--- config.mk ---
export PLATFORM = sky130hd
export DESIGN_NAME = secuenciador_salida
export DESIGN_NICKNAME = d
export VERILOG_FILES = /design/src/rtl/pkg_alu.sv /design/src/rtl/contador_bloques.sv /design/src/rtl/secuenciador_salida.sv
export SDC_FILE = /design/constraint.sdc
export NUM_CORES = 1
export LEC_CHECK = 0
export CAP_MARGIN = 20
export CORE_UTILIZATION = 45
export DETAILED_ROUTE_END_ITERATION = 10
export DONT_BUFFER_PORTS = 1
export HOLD_SLACK_MARGIN = 0.03
export MAX_ROUTING_LAYER = met4
export PLACE_DENSITY_LB_ADDON = 0.1
export SLEW_MARGIN = 20
export SYNTH_ARGS = -nofsm -noshare
export SYNTH_HDL_FRONTEND = slang
export SYNTH_SLANG_ARGS = --single-unit
--- constraint.sdc ---
create_clock -name clk -period 3.18 [get_ports clk]
set_clock_uncertainty 0.2 [all_clocks]
set_input_delay 0.318 -clock clk [delete_from_list [all_inputs] [get_ports clk]]
set_output_delay 0.318 -clock clk [all_outputs]
set_load 0.01 [all_outputs]
--- src/rtl/pkg_alu.sv ---
// Types, constants and helpers shared by the ALU result path.
package pkg_alu;

    typedef enum logic [0:0] {
        REPOSO,
        ENVIO
    } estado_sec_t;

    localparam int unsigned ANCHO_BYTE = 8;

    function automatic logic paridad_par(input logic [7:0] dato);
        return ^dato;
    endfunction

endpackage

--- src/rtl/contador_bloques.sv ---
// Block index counter: synchronous clear, enable, wraps to 0 after the terminal count.
module contador_bloques #(
    parameter int unsigned NUM_BLOQUES = 4,
    parameter int unsigned ANCHO_SEL   = $clog2(NUM_BLOQUES)
) (
    input  logic                 clk,
    input  logic                 rst_n,
    input  logic                 limpiar_i,
    input  logic                 habilitar_i,
    output logic [ANCHO_SEL-1:0] cuenta_o,
    output logic                 ultimo_o
);

    logic [ANCHO_SEL-1:0] cuenta_q, cuenta_d;

    assign ultimo_o = (cuenta_q == ANCHO_SEL'(NUM_BLOQUES - 1));
    assign cuenta_o = cuenta_q;

    // Wrapping at NUM_BLOQUES-1 keeps unused codes unreachable for non power-of-two sizes.
    always_comb begin
        cuenta_d = cuenta_q;
        if (limpiar_i) begin
            cuenta_d = '0;
        end else if (habilitar_i) begin
            cuenta_d = ultimo_o ? '0 : cuenta_q + 1'b1;
        end
    end

    always_ff @(posedge clk or negedge rst_n) begin
        if (!rst_n) begin
            cuenta_q <= '0;
        end else begin
            cuenta_q <= cuenta_d;
        end
    end

endmodule

--- src/rtl/secuenciador_salida.sv ---
// Output sequencer: captures a wide ALU result and streams it MSB byte first over valid/ready.
// Optional parity output enabled by defining SECUENCIADOR_PARIDAD_EN.
module secuenciador_salida
    import pkg_alu::*;
#(
    parameter int unsigned NUM_BLOQUES = 4,
    localparam int unsigned ANCHO_SEL  = $clog2(NUM_BLOQUES)
) (
    input  logic                          clk,
    input  logic                          rst_n,
    input  logic [NUM_BLOQUES*8-1:0]      resultado_i,
    input  logic                          resultado_valido_i,
    output logic                          resultado_listo_o,
    input  logic                          cancelar_i,
    output logic [7:0]                    byte_o,
    output logic                          byte_valido_o,
    input  logic                          byte_listo_i,
    output logic [ANCHO_SEL-1:0]          selector_bloque_o,
    output logic                          ultimo_o,
    output logic                          ocupado_o
`ifdef SECUENCIADOR_PARIDAD_EN
    ,
    output logic                          paridad_o
`endif
);

    estado_sec_t estado_q, estado_d;
    logic [NUM_BLOQUES*8-1:0] sombra_q;
    logic [ANCHO_SEL-1:0]     cuenta;
    logic                     cuenta_ultimo;
    logic                     carga;
    logic                     entrega;
    logic                     en_envio;

    assign en_envio = (estado_q == ENVIO);
    // Abort wins over a simultaneous byte handshake, so that byte is never counted.
    assign carga    = resultado_valido_i & resultado_listo_o;
    assign entrega  = byte_valido_o & byte_listo_i & ~cancelar_i;

    contador_bloques #(
        .NUM_BLOQUES (NUM_BLOQUES),
        .ANCHO_SEL   (ANCHO_SEL)
    ) u_contador (
        .clk         (clk),
        .rst_n       (rst_n),
        .limpiar_i   (carga | (en_envio & cancelar_i)),
        .habilitar_i (entrega),
        .cuenta_o    (cuenta),
        .ultimo_o    (cuenta_ultimo)
    );

    always_comb begin
        estado_d = estado_q;
        unique case (estado_q)
            REPOSO: if (carga) estado_d = ENVIO;
            ENVIO: begin
                if (cancelar_i || (entrega && cuenta_ultimo)) estado_d = REPOSO;
            end
            default: estado_d = REPOSO;
        endcase
    end

    always_ff @(posedge clk or negedge rst_n) begin
        if (!rst_n) begin
            estado_q <= REPOSO;
            sombra_q <= '0;
        end else begin
            estado_q <= estado_d;
            if (carga) sombra_q <= resultado_i;
        end
    end

    assign resultado_listo_o = ~en_envio & ~cancelar_i;
    assign byte_valido_o     = en_envio;
    assign ocupado_o         = en_envio;
    assign ultimo_o          = en_envio & cuenta_ultimo;
    assign selector_bloque_o = cuenta;

    // Block 0 sits in the most significant byte; output is forced to 0 while idle.
    always_comb begin
        byte_o = '0;
        if (en_envio) begin
            byte_o = sombra_q[(NUM_BLOQUES - 1 - int'(cuenta)) * ANCHO_BYTE +: ANCHO_BYTE];
        end
    end

`ifdef SECUENCIADOR_PARIDAD_EN
    assign paridad_o = paridad_par(byte_o);
`endif

endmodule

==> Word-level counts from Yosys, hierarchy flattened <==
Cells that the tools add are included.
{ "totals": {"regBits": 35, "in_bits": 37, "word_cells": 26, "output_inout_bits": 14} }
{ "op_classes": {"mux": 7, "n_addsub": 2, "n_shift": 1, "bitwise": 9, "eq_ne": 1, "reduce_logical": 3} }
{ "ops": {"columns": ["cell", "n"], "rows": [
  ["32-bit by 33-bit indexed part select with 8-bit output", 1],
  ["8-bit two-way mux", 1],
  ["1-bit bitwise AND", 6],
  ["2-bit two-way mux", 3],
  ["2-bit by 2-bit subtractor with 3-bit output, first input constant", 1],
  ["2-bit by 1-bit adder with 2-bit output, second input constant", 1],
  ["2-bit equality test, second input constant", 1],
  ["1-bit two-way mux", 2],
  ["1-bit NOT", 2],
  ["1-bit case mux with 2 select lines", 1],
  ["2-bit nonzero test", 1],
  ["1-bit logical AND", 1],
  ["1-bit logical OR", 1],
  ["1-bit bitwise OR", 1]
]} }

==> Longest topological paths before layout <==
Gate-level depths: netlist (run 1).
{ "logic_depth": {"depth_word": 6, "ltp_mapped": 4, "depth_no_buf": 4} }

==> Hierarchy <==
From an unflattened synthesis (run 1), not the netlist that was laid out.
{ "unflattened": {"hier_cells": 114, "area_unflattened_um2": 1631.6} }
{ "by_module_without_submodules": {"columns": ["mod", "cells_each", "area_per_inst_um2", "n_inst"], "rows": [
  ["secuenciador_salida", 106, 1531.5, 1],
  ["contador_bloques", 8, 100.1, 1]
]} }

==> Worst setup path before layout (run 1) <==
OpenSTA, ideal clock, no wires.
{ "synth_timing": {"path_kind": "reg-to-output", "startpoint": "reg u_contador.cuenta_q[1], in the netlist u_contador.cuenta_o[1]", "endpoint": "out byte_o[0]", "arrival_ns": 1.172, "path_stages_with_launch": 5, "path_slack_ns": 1.490, "cell_sequence": "dfrtp_1 > buf_4 > buf_2 > mux2i_1 > o22ai_1"} }
{ "synth_via": {"elab_chain_cells": 3} }
{ "synth_rtl": {"columns": ["element", "line_no", "source"], "rows": [
  ["start, declared", "contador_bloques.sv:14", "logic [ANCHO_SEL-1:0] cuenta_q, cuenta_d;"],
  ["start signal, assigned", "contador_bloques.sv:33", "cuenta_q <= cuenta_d;"],
  ["2-bit by 2-bit subtractor with 3-bit output", "secuenciador_salida.sv:83", "byte_o = sombra_q[(NUM_BLOQUES - 1 - int'(cuenta)) * ANCHO_BYTE +: ANCHO_BYTE];"],
  ["32-bit by 33-bit indexed part select with 8-bit output", "secuenciador_salida.sv:83", null],
  ["8-bit two-way mux", "secuenciador_salida.sv:82", "if (en_envio) begin"],
  ["end, declared", "secuenciador_salida.sv:15", "output logic [7:0] byte_o,"]
]} }
No other way between the ends.

==> Final worst setup path (run 1) <==
{ "layout_timing": {"startpoint": "reg u_contador.cuenta_q[1], in the netlist u_contador.cuenta_o[1]", "endpoint": "reg estado_q, in the netlist byte_valido_o"} }
{ "layout_via": {"elab_chain_cells": 5} }
{ "layout_rtl": {"columns": ["element", "line_no", "source"], "rows": [
  ["2-bit equality test", "contador_bloques.sv:16", "assign ultimo_o = (cuenta_q == ANCHO_SEL'(NUM_BLOQUES - 1));"],
  ["1-bit logical AND", "secuenciador_salida.sv:57", "if (cancelar_i || (entrega && cuenta_ultimo)) estado_d = REPOSO;"],
  ["1-bit logical OR", "secuenciador_salida.sv:57", null],
  ["1-bit two-way mux", "secuenciador_salida.sv:57", null],
  ["1-bit case mux with 2 select lines", "secuenciador_salida.sv:54", "unique case (estado_q)"],
  ["net estado_d", "secuenciador_salida.sv:27", "estado_sec_t estado_q, estado_d;"],
  ["end signal, assigned", "secuenciador_salida.sv:68", "estado_q <= estado_d;"],
  ["end, declared", "secuenciador_salida.sv:27", null]
]} }
The timed path passes the listed nets, and every way through them passes these cells.
A chain may end at the register's enable or synchronous reset.

==> qor.yml, run 1 <==
run_status:
  outcome: "completed"
yosys:
  synthFlopType: "dfrtp_1"
  synth_cell_type_count: 19
  ys_seq_elements: 35
  synth_edf_count: 0
  yosysWarnings: 0
  synth_area_um2: 1630
  synth_cells: 116
  async_flop_share_pct: 100
  yosys.area.top_type_share_pct: 53.6
  netlist_top_cells_area: "dfrtp_1 54%, mux2_2 22%, mux2i_1 10%"
  synth_top_cell_by_area: "dfrtp_1"
  syn_avg_cell_area_um2: 14.1
  synth_most_common_cell: "dfrtp_1"
  yosys-top-cells-count: "35 x dfrtp_1, 32 x mux2_2, 17 x mux2i_1"
  seq_area_frac_synth_pct: 53.6
  mappedNetlistNets: 154
grt:
  grt_pass1_wl_mm: 5.41
  grt-ovfl-total: 0
  antenna_found_initial: 0
  grt_usage_pct: 18.8
  grt_max_degree: 36
  grt_pass1_vias: 1199
routing:
  drcViolationCount: 0
  drt-initial-drc-count: 25
  routed_via_density: 5.29
  ant_nets: 0
  dr.pass1.iters: 4
  via_count: 1068
  wirelength_mm: 3.03
  routedWlPerCell_um: 15.0
final_layout:
  drive_gt1_share_pct: 26.9
  n_fill_cell: 280
  num_antenna_cells: 0
  fin_nets: 195
  syn_to_final_growth_pct: 27.7
floorplanning:
  fp.dieW_um: 62.3
  rows: 21
  core_area_um2: 3420
  die_area_um2: 3880
  die_h_um: 62.3
  ioPinCount: 51
  floorplan.initialDensity_pct: 47.8
clock_network:
  path_clk_slew_ns: 0.10
  cts-root-buf: "clkbuf_4"
  post_cts_buffers: 0
  htree_levels: 2
  cts_tree: "yes"
  cts_made_buffers: 5
  cts-resized-gates: 0
  cts_sinks: 35
  insertion_delay_ns: 0.33
  cts_max_path_buffers: 2
critical_path:
  critPathArrivalTime_ns: 2.33
  cp_slowest_stage_delay_ns: 0.62
  crit_slowest_cell: "dfrtp_1"
  path_cells: "buf_4, ha_1, and2_1, a211oi_1, dlygate4sd3_1"
  start_kind: "flip-flop"
  crit_required_ns: 3.20
  critPathMaxFanout: 13
  worstSetupPathType: "flip-flop to flip-flop"
  end_kind: "flip-flop"
timing:
  rsz0062_at_grt: "no"
  fin_crit_ns: 2.30
  slew_violations: 0
  final-hold-violation-count: 0
  setup_slack_ns: 0.879
  worstMarginPinSlew_ns: 0.462
  finalHoldWorstSlack_ns: 0.228
  fmax_mhz: 435
  fin_tns_setup_ns: 0
  slew_headroom_pct: 69.2
  setup_viol: 0
  fin_crit_sh_pct: 72.4
placed_design:
  port_buffers: 0
  gp_congestion: 0.745
  hpwl_mm: 2.01
  dp_slack_ns: 1.31
hold_path:
  hold_path_class: "input pin to async pin"
power:
  ir_drop_mv: 0.304
  powerDensity_nw_per_um2: 476
  p_leak_nw: 0.840
flow_run:
  drv_cap: 0
==> worst max-delay path, delay by kind of cell, from the launching register on <==
family	cells	cell delay, ns
AND/OR/NAND/NOR	1	0.20
flip-flops	1	0.62
buffers and inverters	2	0.88
AO/OA/AOI/OAI	1	0.09
adder cells (fa/ha/maj)	1	0.20
==> what timing repair did <==
action	4_1_cts	5_1_grt
hold buffers	39	0
hold endpoints to repair	70	0
endpoints found under the setup margin	0	0
==> through the flow <==
stage	cell area [um2]	std cells	total power, mW	utilization, %
3_3_place_gp	1650	157	0.738	48.2
2_1_floorplan	1630	116	0.718	-
6_report	2090	202	0.993	61.1
5_1_grt	2090	202	1.06	61.1
4_1_cts	2090	202	1.01	61.1
3_5_place_dp	1650	157	0.746	48.2
==> sequential cells by signal (all words and copies together), names as in the netlist <==
name,cells
sombra_q,32
u_contador.cuenta_o,2
byte_valido_o,1
==> logic make-up after synthesis <==
kind of cell / synth area share [%]
AO/OA/AOI/OAI: 5.21
adder cells (fa/ha/maj): 0.766
buffers and inverters: 4.67
flip-flops: 53.6
multiplexers: 32.5
AND/OR/NAND/NOR: 3.29
==> path summary, 6_finish.rpt <==
path                                                    start                        to  slack, ns  cells past startpoint
setup / recovery           u_contador.cuenta_o[1]$_DFFE_PN0P_   byte_valido_o$_DFF_PN0_       0.88                      5
hold / removal                                          rst_n   byte_valido_o$_DFF_PN0_       0.23                      2
setup reg to reg           u_contador.cuenta_o[1]$_DFFE_PN0P_   byte_valido_o$_DFF_PN0_       0.88                      5
hold reg to reg                      sombra_q[22]$_DFFE_PN0P_  sombra_q[22]$_DFFE_PN0P_       0.31                      1
max in group asynchronous                               rst_n  sombra_q[30]$_DFFE_PN0P_       2.37                      2
min in group clk                                   cancelar_i   sombra_q[4]$_DFFE_PN0P_       0.27                      3
==> area by class of cell <==
cell class / instances / area (um2) / share of cell area, %
Clock buffer: 6 / 41.3 / 1.98
Timing Repair Buffer: 42 / 423 / 20.3
Tap cell: 46 / 57.6 / 2.76
Sequential cell: 35 / 876 / 42.0
Multi-Input combinational cell: 71 / 682 / 32.7
Inverter: 2 / 7.51 / 0.360
==> metal layers <==
layer	GRT usage [%]	routed length (um)
met5	-	0
met4	6.10	46
met3	6.43	170
met2	31.0	1490
met1	21.5	1320
==> cell usage in the layout, fill, tap and decap left out <==
cell / netlist / layout
dlygate4sd3_1: 0 / 38
dfrtp_1: 35 / 35
mux2_2: 32 / 32
mux2i_1: 17 / 17
o22ai_1: 8 / 8
clkbuf_4: 0 / 5
buf_4: 2 / 3
nor2_1: 2 / 2
nand2_1: 2 / 2
inv_1: 2 / 2
a21oi_1: 2 / 2
o2bb2ai_1: 2 / 2
nand2b_1: 1 / 1
and2_1: 1 / 1
a211oi_1: 1 / 1
nor3b_4: 1 / 1
nor3b_1: 1 / 1
ha_1: 1 / 1
clkbuf_1: 0 / 1
buf_12: 0 / 1
==> power by group <==
group          internal (mW)  switching [mW]  leakage, nW
combinational          0.131          0.0795        0.399
sequential             0.525          0.0464        0.416
clock                 0.0786           0.132       0.0242
total                  0.735           0.258        0.840
No activity file was read; power rests on OpenSTA's default activity.
==> run 2: changes to the inputs <==
==> constraint.sdc (replaced) <==
create_clock -name clk -period 2.4 [get_ports clk]
set_clock_uncertainty 0.2 [all_clocks]
set_input_delay 0.24 -clock clk [delete_from_list [all_inputs] [get_ports clk]]
set_output_delay 0.24 -clock clk [all_outputs]
set_load 0.01 [all_outputs]
==> run 2 against run 1 <==
  * Non-clock buffer count is 1 lower
  * Via count about the same
  * Wire length rose by 10%
  * First-iteration DRC count is 28% higher
  * Critical endpoint is now byte_o[4]
==> qor.yml, run 2 (synthesis results as in run 1) <==
run_status:
  outcome: "completed"
placed_design:
  dpl.cell_count: 156
  port_buffers: 0
  dp_slack_ns: 0.498
  hpwl_mm: 2.06
  gp_congestion: 0.723
clock_network:
  cts_sinks: 35
  insertion_delay_ns: 0.33
  cts_max_path_buffers: 2
  cts_made_buffers: 5
  ctsHoldBuffers: 39
  htree_levels: 2
  path_clk_slew_ns: 0.10
  cts_tree: "yes"
  cts-resized-gates: 0
  post_cts_buffers: 0
  cts-root-buf: "clkbuf_4"
hold_path:
  hold_path_class: "input pin to async pin"
grt:
  grt_pass1_wl_mm: 5.75
  grt-ovfl-total: 0
  grt_max_degree: 36
  grt_usage_pct: 20.1
  grt_pass1_vias: 1226
  antenna_found_initial: 0
routing:
  dr.pass1.iters: 4
  routedWlPerCell_um: 16.5
  via_count: 1069
  drt-initial-drc-count: 32
  drcViolationCount: 0
  ant_nets: 0
  wirelength_mm: 3.35
  routed_via_density: 5.27
timing:
  slew_headroom_pct: 58.6
  final-hold-violation-count: 0
  setup_slack_ns: 0.117
  finalHoldWorstSlack_ns: 0.152
  fin_tns_setup_ns: 0
  rsz0062_at_grt: "no"
  fin_crit_ns: 2.28
  fmax_mhz: 438
  setup_viol: 0
  slew_violations: 0
  worstMarginPinSlew_ns: 0.622
  fin_crit_sh_pct: 95.1
critical_path:
  critical-path-top-delay-family: "flip-flops"
  critPathArrivalTime_ns: 1.84
  path_cells: "buf_4, mux2i_1, o22ai_1"
  cp_slowest_stage_delay_ns: 0.75
  crit_required_ns: 1.96
  critPathMaxFanout: 13
  crit_slowest_cell: "dfrtp_1"
  cp_num_buf_inv: 1
  r2r_setup_slack_ns: 0.23
  worstSetupPathType: "flip-flop to output pin"
  start_kind: "flip-flop"
  end_kind: "output pin"
floorplanning:
  fp.dieW_um: 62.3
  ioPinCount: 51
  die_h_um: 62.3
  die_area_um2: 3880
  core_area_um2: 3420
  rows: 21
  floorplan.initialDensity_pct: 47.8
final_layout:
  largest_register: "sombra_q"
  final_common_cell: "dlygate4sd3_1"
  syn_to_final_growth_pct: 28.9
  num_antenna_cells: 0
  most-common-layout-cells: "38 x dlygate4sd3_1, 35 x dfrtp_1, 32 x mux2_2, 17 x mux2i_1, 8 x o22ai_1"
  fin_cells: 203
  largest_reg_flops: 32
  drive_gt1_share_pct: 27.4
  fin_nets: 194
power:
  powerDensity_nw_per_um2: 668
  p_leak_nw: 0.849
  ir_drop_mv: 0.399
  finalPower_mw: 1.41
flow_run:
  drv_cap: 0
run 2: report_power, final:
part           internal, mW  leakage, nW  switching (mW)  total (mW)
clock                 0.172       0.0386           0.192       0.365
sequential            0.696        0.416          0.0669       0.763
combinational         0.173        0.394           0.106       0.279
run 2: per-stage QoR:
step	instance area (um2)	util (%)
after floorplan	1630	-
after global placement	1640	47.9
after detailed placement	1640	47.9
after CTS	2110	61.7
after global routing	2110	61.7
final	2110	61.7
run 2: cell type report:
cell class | instances | area, um2
Clock buffer | 8 | 68.8
Fill cell | 282 | 1310
Inverter | 2 | 7.51
Multi-Input combinational cell | 71 | 682
Sequential cell | 35 | 876
Tap cell | 46 | 57.6
Timing Repair Buffer | 41 | 415
run 2: layer usage:
layer / vias up / wire [um] / GRT usage, % / part of all wire (%)
met4: 0 / 55 / 8.72 / 1.6
li1: 498 / - / - / -
met2: 34 / 1720 / 33.8 / 51
met1: 530 / 1430 / 23.3 / 43
met5: - / 0 / - / 0
met3: 7 / 139 / 4.23 / 4.2
run 2: final timing paths:
kind | start | end | depth (start not counted)
worst min-delay path | rst_n | sombra_q[28]$_DFFE_PN0P_ | 2
min in group clk | cancelar_i | sombra_q[12]$_DFFE_PN0P_ | 3
worst max register to register | u_contador.cuenta_o[1]$_DFFE_PN0P_ | byte_valido_o$_DFF_PN0_ | 4
max in group asynchronous | rst_n | sombra_q[23]$_DFFE_PN0P_ | 2
worst min register to register | sombra_q[7]$_DFFE_PN0P_ | sombra_q[7]$_DFFE_PN0P_ | 1
worst max-delay path | u_contador.cuenta_o[1]$_DFFE_PN0P_ | byte_o[4] | 3
run 2: worst reg2reg max path: stages, from the launching register on:
cell	delay, ns
dfrtp_1	0.62
ha_1	0.31
and2_1	0.20
a211oi_1	0.22
dlygate4sd3_1	0.56
